<file path="config.mk">
export PLATFORM = sky130hd
export DESIGN_NAME = mac_job_arbiter
export DESIGN_NICKNAME = d
export VERILOG_FILES = /design/src/rtl/mac_pkg.sv /design/src/rtl/rr_pick2.sv /design/src/rtl/mac_job_arbiter.sv
export SDC_FILE = /design/constraint.sdc
export NUM_CORES = 1
export LEC_CHECK = 0
export ABC_AREA = 0
export CORE_MARGIN = 5
export CORE_UTILIZATION = 33
export CTS_BUF_LIST = sky130_fd_sc_hd__clkbuf_4 sky130_fd_sc_hd__clkbuf_8
export CTS_CLUSTER_DIAMETER = 80
export DETAILED_ROUTE_END_ITERATION = 8
export GPL_ROUTABILITY_DRIVEN = 0
export GPL_TIMING_DRIVEN = 0
export PLACE_DENSITY_LB_ADDON = 0.2
export SLEW_MARGIN = 20
export SYNTH_ARGS = -nofsm -noshare
export SYNTH_HDL_FRONTEND = slang
export SYNTH_HIERARCHICAL = 1
export SYNTH_SLANG_ARGS = --single-unit
</file>
<file path="constraint.sdc">
create_clock -name clk -period 1.79 [get_ports clk]
set_input_delay 0.179 -clock clk [delete_from_list [all_inputs] [get_ports clk]]
set_output_delay 0.179 -clock clk [all_outputs]
set_load 0.01 [all_outputs]
</file>
<file path="src/rtl/mac_pkg.sv">
// Shared types and constants for the MAC job arbiter and its picker.
// Latency: n/a (declarations only).
// Backpressure: n/a.
//
// Holds the controller state enum, datapath width, MAC pipeline latency
// and the helper used to size the per-job beat counter.
package mac_pkg;

  localparam int W           = 16;  // operand / result width, matches mac ports
  localparam int MAC_LAT     = 1;   // cycles from a/b at mac inputs to op update
  localparam int MAX_LEN_DEF = 64;  // default job length limit

  typedef enum logic [2:0] {
    IDLE,
    CLEAR,
    STREAM,
    DRAIN,
    RESP
  } state_t;

  // Beat counter must hold the value MAX_LEN itself.
  function automatic int beat_w(input int max_len);
    return $clog2(max_len + 1);
  endfunction

  localparam int BEAT_W = beat_w(MAX_LEN_DEF);

  // Drain counter counts 0..MAC_LAT-1.
  localparam int DRAIN_W = (MAC_LAT > 1) ? $clog2(MAC_LAT) : 1;

endpackage

</file>
<file path="src/rtl/rr_pick2.sv">
// Two-way round-robin picker with a registered priority pointer.
// Latency: grant is combinational from req_i; pointer updates on the clock.
// Backpressure: none; the pointer only moves when advance_i and a request coincide.
//
// Ports:
//   clk_i, rst_ni      clock, synchronous active-low reset
//   req_i[1:0]         request lines
//   advance_i          commit the current grant; pointer moves to the loser
//   grant_o            granted index
//   grant_valid_o      at least one request present
module rr_pick2 (
  input  logic       clk_i,
  input  logic       rst_ni,
  input  logic [1:0] req_i,
  input  logic       advance_i,
  output logic       grant_o,
  output logic       grant_valid_o
);

  logic ptr_q;  // requester that wins a tie

  always_comb begin
    grant_valid_o = |req_i;
    if (req_i == 2'b11) begin
      grant_o = ptr_q;
    end else begin
      grant_o = req_i[1];
    end
  end

  always_ff @(posedge clk_i) begin
    if (!rst_ni) begin
      ptr_q <= 1'b0;
    end else if (advance_i && grant_valid_o) begin
      ptr_q <= ~grant_o;
    end
  end

endmodule

</file>
<file path="src/rtl/mac_job_arbiter.sv">
// Shares one accumulating MAC between two requesters, one whole job at a time.
// Latency: last pair accepted in cycle t -> result valid in cycle t+1+MAC_LAT.
// Backpressure: req ready only for the granted requester in STREAM; result held until res ready.
//
// Ports:
//   clk, rst                    clock, synchronous active-low reset
//   reqN_valid/ready/a/b/last   operand-pair stream from requester N
//   resN_valid/ready/data/err   job result to requester N (err = length limit hit)
//   mac_a, mac_b, mac_clr_n     drive the shared mac (clr_n is its accumulator clear)
//   mac_op                      accumulator output of the shared mac
module mac_job_arbiter
  import mac_pkg::*;
#(
  parameter int MAX_LEN = MAX_LEN_DEF
) (
  input  logic         clk,
  input  logic         rst,
  input  logic         req0_valid,
  output logic         req0_ready,
  input  logic [W-1:0] req0_a,
  input  logic [W-1:0] req0_b,
  input  logic         req0_last,
  output logic         res0_valid,
  input  logic         res0_ready,
  output logic [W-1:0] res0_data,
  output logic         res0_err,
  input  logic         req1_valid,
  output logic         req1_ready,
  input  logic [W-1:0] req1_a,
  input  logic [W-1:0] req1_b,
  input  logic         req1_last,
  output logic         res1_valid,
  input  logic         res1_ready,
  output logic [W-1:0] res1_data,
  output logic         res1_err,
  output logic [W-1:0] mac_a,
  output logic [W-1:0] mac_b,
  output logic         mac_clr_n,
  input  logic [W-1:0] mac_op
);

  localparam int CNT_W = beat_w(MAX_LEN);

  state_t               state_q;
  logic                 gnt_q;     // 0: requester 0 owns the MAC, 1: requester 1
  logic                 err_q;
  logic [CNT_W-1:0]     beat_q;
  logic [CNT_W-1:0]     beat_d;
  logic [DRAIN_W-1:0]   drain_q;
  logic [W-1:0]         mac_a_q;
  logic [W-1:0]         mac_b_q;

  logic                 pick;
  logic                 pick_vld;

  logic                 sel_valid;
  logic                 sel_last;
  logic [W-1:0]         sel_a;
  logic [W-1:0]         sel_b;
  logic                 sel_res_ready;

  // Requests are only looked at in IDLE, so the pointer only moves there.
  rr_pick2 u_pick (
    .clk_i         (clk),
    .rst_ni        (rst),
    .req_i         ({req1_valid, req0_valid}),
    .advance_i     (state_q == IDLE),
    .grant_o       (pick),
    .grant_valid_o (pick_vld)
  );

  always_comb begin
    sel_valid     = gnt_q ? req1_valid : req0_valid;
    sel_last      = gnt_q ? req1_last  : req0_last;
    sel_a         = gnt_q ? req1_a     : req0_a;
    sel_b         = gnt_q ? req1_b     : req0_b;
    sel_res_ready = gnt_q ? res1_ready : res0_ready;
  end

  assign beat_d = beat_q + 1'b1;

  always_ff @(posedge clk) begin
    if (!rst) begin
      state_q <= IDLE;
      gnt_q   <= 1'b0;
      err_q   <= 1'b0;
      beat_q  <= '0;
      drain_q <= '0;
      mac_a_q <= '0;
      mac_b_q <= '0;
    end else begin
      // Zero operands by default so idle, bubble and drain cycles add nothing.
      mac_a_q <= '0;
      mac_b_q <= '0;
      case (state_q)
        IDLE: begin
          if (pick_vld) begin
            gnt_q   <= pick;
            state_q <= CLEAR;
          end
        end
        CLEAR: begin
          beat_q  <= '0;
          err_q   <= 1'b0;
          state_q <= STREAM;
        end
        STREAM: begin
          if (sel_valid) begin
            mac_a_q <= sel_a;
            mac_b_q <= sel_b;
            beat_q  <= beat_d;
            drain_q <= '0;
            if (sel_last) begin
              state_q <= DRAIN;
            end else if (beat_d == CNT_W'(MAX_LEN)) begin
              err_q   <= 1'b1;
              state_q <= DRAIN;
            end
          end
        end
        DRAIN: begin
          // The final pair is already registered at the mac inputs; wait
          // for it to land in the accumulator.
          drain_q <= drain_q + 1'b1;
          if (drain_q == DRAIN_W'(MAC_LAT - 1)) begin
            state_q <= RESP;
          end
        end
        RESP: begin
          if (sel_res_ready) begin
            state_q <= IDLE;
          end
        end
        default: state_q <= IDLE;
      endcase
    end
  end

  assign mac_a     = mac_a_q;
  assign mac_b     = mac_b_q;
  assign mac_clr_n = rst && (state_q != CLEAR);

  assign req0_ready = (state_q == STREAM) && !gnt_q;
  assign req1_ready = (state_q == STREAM) &&  gnt_q;

  // Only zeros are fed during RESP, so mac_op is stable while a result waits.
  assign res0_valid = (state_q == RESP) && !gnt_q;
  assign res1_valid = (state_q == RESP) &&  gnt_q;
  assign res0_data  = res0_valid ? mac_op : '0;
  assign res1_data  = res1_valid ? mac_op : '0;
  assign res0_err   = res0_valid && err_q;
  assign res1_err   = res1_valid && err_q;

endmodule

</file>
Word-level counts from Yosys, hierarchy flattened
Index checks and enable logic that the tools add are counted.

Add/sub/neg operators: 2. Eq/ne operators: 14. Multiplexer cells: 23. Bitwise operators: 1. Reduce and logical (&&, ||, !) cells: 19.

Operators by type and width (count): $mux W16 (4); $mux W3 (6); $pmux W3 S5 (1); $pmux W7 S2 (1); $ne A2 B2 Y1 const B (6); $logic_and A1 B1 Y1 (8); $mux W1 (8); $add A7 B1 Y7 const B (1); $eq A7 B7 Y1 const B (1); $mux W7 (1); $eq A3 B2 Y1 const B (2); $reduce_and A2 Y1 (3); $reduce_and A5 Y1 (1); $pmux W1 S2 (2); $reduce_and A4 Y1 (1); $reduce_bool A2 Y1 (2); $eq A3 B1 Y1 const B (1); $eq A3 B3 Y1 const B (1); $logic_not A3 Y1 (1); $ne A3 B1 Y1 const B (1); $ne A3 B3 Y1 const B (1); $reduce_and A3 Y1 (1); $eq A2 B2 Y1 const B (1); $reduce_or A2 Y1 (1); 3 further kinds (3).

Register bits after elaboration: 46. Input port bits: 88.

Logic depth before layout (Yosys ltp)
Word-level depth: 6. Mapped depth: 6. Mapped depth without buffers: 5.

Modules after synthesis
The synthesis kept the hierarchy.

Modules (own cells, without submodules): mac_job_arbiter (times used 1, cells an instance 234, area each 2140.8 µm², seq. area each 900.9 µm²); rr_pick2 (times used 1, cells an instance 7, area each 60.1 µm², seq. area each 20.0 µm²).

Worst setup path before layout
No wires, ideal clock.

Path kind: register -> output. Start point: register state_q[1]. End point: output res1_data[10]. Data arrival time: 1.274 ns. Data required time: 1.611 ns. Setup slack: 0.337 ns. Cell stages (with the launch flop): 7. Path through: dfxtp_1 -> buf_4 -> nor2_1 -> and3_1 -> buf_2 -> buf_2 -> and2_1.

Longest elaborated chain between the ends: 3.

RTL lines: start, declared (RTL line mac_job_arbiter.sv:44) `state_t state_q;`; start signal, assigned (RTL line mac_job_arbiter.sv:84) `state_q <= IDLE;`; start signal, assigned (RTL line mac_job_arbiter.sv:99) `state_q <= CLEAR;`; start signal, assigned (RTL line mac_job_arbiter.sv:105) `state_q <= STREAM;`; $eq A3 B3 Y1 (RTL line mac_job_arbiter.sv:148) `assign res1_valid = (state_q == RESP) && gnt_q;`; $logic_and A1 B1 Y1 (RTL line mac_job_arbiter.sv:148); via res1_valid (RTL line mac_job_arbiter.sv:32) `output logic res1_valid,`; $mux W16 (RTL line mac_job_arbiter.sv:150) `assign res1_data = res1_valid ? mac_op : '0;`; end, declared (RTL line mac_job_arbiter.sv:34) `output logic [W-1:0] res1_data,`.

The timed path passes the listed nets, and every way through them passes these cells.

Worst setup path in the final report
Start point: register state_q[0]. End point: output req1_ready.

Longest elaborated chain between the ends: 2.

RTL lines: $eq A3 B2 Y1 (RTL line mac_job_arbiter.sv:144) `assign req1_ready = (state_q == STREAM) && gnt_q;`; $logic_and A1 B1 Y1 (RTL line mac_job_arbiter.sv:144); end, declared (RTL line mac_job_arbiter.sv:28) `output logic req1_ready,`.

No other way between the ends.

==> flow_summary.yaml <==
run_status:
  outcome: "completed"
setup_path:
  r2r_end: "beat_q[6]"
  worst-r2r-setup-slack_ns: 0.15
  crit_path_start_kind: "register"
  critPathKind: "reg -> out"
  end_kind: "primary output"
  arrival_ns: 1.53
  cp_data_required_time_ns: 1.61
  r2r_cells: 7
  r2r_start: "state_q[0]"
  cp_max_fo: 6
floorplan:
  ios: 159
  dieArea_um2: 8400
  rows: 29
  initial_core_util_pct: 34.3
  core_um2: 6420
  die_y_um: 91.7
  die_x_um: 91.7
clock_tree:
  numCtsBuffers: 5
  clkSinkCount: 46
  cts_tree: "yes"
  hold_buffers: 0
  cts_root_buf: "clkbuf_8"
  clk_latency_ns: 0.30
  cts.clk_slew.worst_paths_ns: 0.09
  htreeDepth: 2
  cts_buffer_depth: 2
yosys:
  synth_edf_count: 0
  netlist_area_um2: 2200
  yosys.cell_types.count: 42
  synth_flop_cell: "dfxtp_1"
  syn_nets: 330
  synth_common_cells: "dfxtp_1, nor2_1, and2_1, mux2i_1"
  netlist.area_leader.share_pct: 41.8
  syn_area_per_cell_um2: 9.13
  ys_top_cells_by_area: "dfxtp_1, mux2i_1, and2_1"
  ys_async_sr_fraction_pct: 0
  yosysMostFrequentCell: "dfxtp_1"
  synthCells: 241
  yosysSeqAreaShare_pct: 41.8
  ys_warn_count: 6
  ys_ff_latch: 46
  yosysTopAreaCell: "dfxtp_1"
final_layout:
  syn_to_final_growth_pct: 82.9
  fin_cells: 495
  final_cell_area_um2: 4030
  insertedDiodeCount: 0
  fin_nets: 507
  drive_above_1_share_pct: 17.7
drt:
  routed_wl_um: 7460
  wl_per_cell_um: 15.1
  vias: 2332
  ant_nets: 0
  first_pass_iters: 4
  vias_per_cell: 4.71
  drcViolationCount: 0
  drtIter0Drc: 87
grt:
  overflow: 0
  grt_pass1_wl_um: 11800
  track_usage_pct: 17.4
  antenna_found_initial: 0
  grt_pass1_vias: 2289
  grt_max_degree: 20
place:
  dp_cells: 476
  io_buffer_count: 158
  placed_area_um2: 3880
  post-dp-hpwl_um: 5870
power:
  switching_power_mw: 0.790
  leakage_nw: 1.67
  swShare_pct: 27.3
  ir_drop_mv: 0.474
  power_density_nw_per_um2: 718
  combPwrFrac_pct: 33.6
  pwr-share-seq_pct: 39.2
  clkPwrFrac_pct: 27.2
  p_int_mw: 2.10
  finalPower_mw: 2.89
sta:
  slew_headroom_pct: 71.3
  fin_crit_sh_pct: 95.7
  hold_viol: 0
  tightest_slew_ns: 0.422
  finalMaxSlewViolations: 0
  min_period_ns: 1.71
  final-setup-viol-count: 0
  rsz0062_at_grt: "false"
  worst_clock_skew_ns: 0.00969
  max_freq_mhz: 584
worst_hold_path:
  hold_depth: 3
  min_to: "mac_b[8]"
  hp-start: "req0_b[8]"
  hp-class: "in -> reg"
flow_run:
  drv_cap: 0
[worst max-delay path by stage]
stage                     cells past startpoint        from  slack [ns]             to
after floorplan                               6  state_q[1]        0.34  res1_data[10]
after global placement                        7  state_q[1]       -0.38  res0_data[12]
after detailed placement                      7  state_q[1]       -0.40  res0_data[12]
after CTS                                     7  state_q[1]       -0.06  res1_data[14]
after global routing                          6  state_q[1]      0.0004  res1_data[13]
final                                         5  state_q[0]        0.08     req1_ready
[flip-flops by register name (all words and copies together), names as in the netlist]
register      count
drain_q           1
mac_b            16
u_pick/ptr_q      1
err_q             1
beat_q            7
mac_a            16
state_q           3
gnt_q             1
[stage by stage]
stage	setup slack [ns]	hold slack (ns)	util (%)	TNS [ns]
final	0.0771	0.481	62.7	0
after global routing	0.000439	0.483	62.7	0
after CTS	-0.0634	0.475	62.2	-0.192
after detailed placement	-0.399	0.482	60.4	-10.38
after global placement	-0.380	0.455	60.4	-9.27
after floorplan	0.337	0.321	-	0
[critical path: stages (launching register included)]
cell and delay (ns):
dfxtp_4 0.36, buf_4 0.15, buf_4 0.14, nor3b_4 0.20
and2_1 0.15, clkdlybuf4s15_1 0.24
[area by class of cell]
type,count,area [um^2]
Timing Repair Buffer,173,1570
Tap cell,77,96.3
Fill cell,548,2400
Inverter,4,15.0
Clock buffer,6,82.6
Clock inverter,1,30.0
Multi-Input combinational cell,177,1210
Sequential cell,46,928
Buffer,11,93.8
[cells in the final DEF, fill, tap and decap left out, types with 3 or more instances in the layout]
master,n
clkdlybuf4s50_1,119
a21oi_1,7
and2_1,34
clkdlybuf4s15_1,4
dlygate4sd2_1,9
inv_1,4
buf_2,31
buf_6,7
dfxtp_1,44
nor2_1,37
buf_4,12
nor4b_1,3
nand3_1,8
nand2_1,9
clkbuf_8,6
mux2i_1,34
nor3_1,4
[repair_timing]
item,in CTS,in global routing
resized for setup,138,10
endpoints found under the setup margin,39,36
buffers inserted,9,5
pin swaps,2,2
cloned,1,1
[power groups by stage]
stage / registers (mW) / logic, mW / clock network, mW
6_report: 1.13 / 0.971 / 0.787
5_1_grt: 1.14 / 1.05 / 0.848
4_1_cts: 1.11 / 0.944 / 0.806
3_5_place_dp: 1.13 / 0.832 / 0
3_3_place_gp: 1.13 / 0.821 / 0
2_1_floorplan: 1.14 / 0.428 / 0
[routing by layer]
layer  wire (um)  up-vias  part of all wire [%]  GRT usage [%]
met5           0        -                     0              0
met4         123        0                   1.6           5.28
met3         741       12                   9.9           6.79
met1        2860     1042                    38           19.5
met2        3730       99                    50           30.4
li1            -     1179                     -              -
[kinds of logic (layout without fill, tap and decap cells)]
group                      after synthesis  after routing  share of synthesized area [%]
buffers and inverters                   18            195                           4.32
DFF                                     46             46                           41.8
muxes                                   36             36                           16.6
adders and majority gates                1              1                          0.568
and+or+nand+nor                        115            115                           28.6
AOI/OAI and AO/OA                       25             25                           8.07
Note: power is estimated with default switching activity, not from simulation.
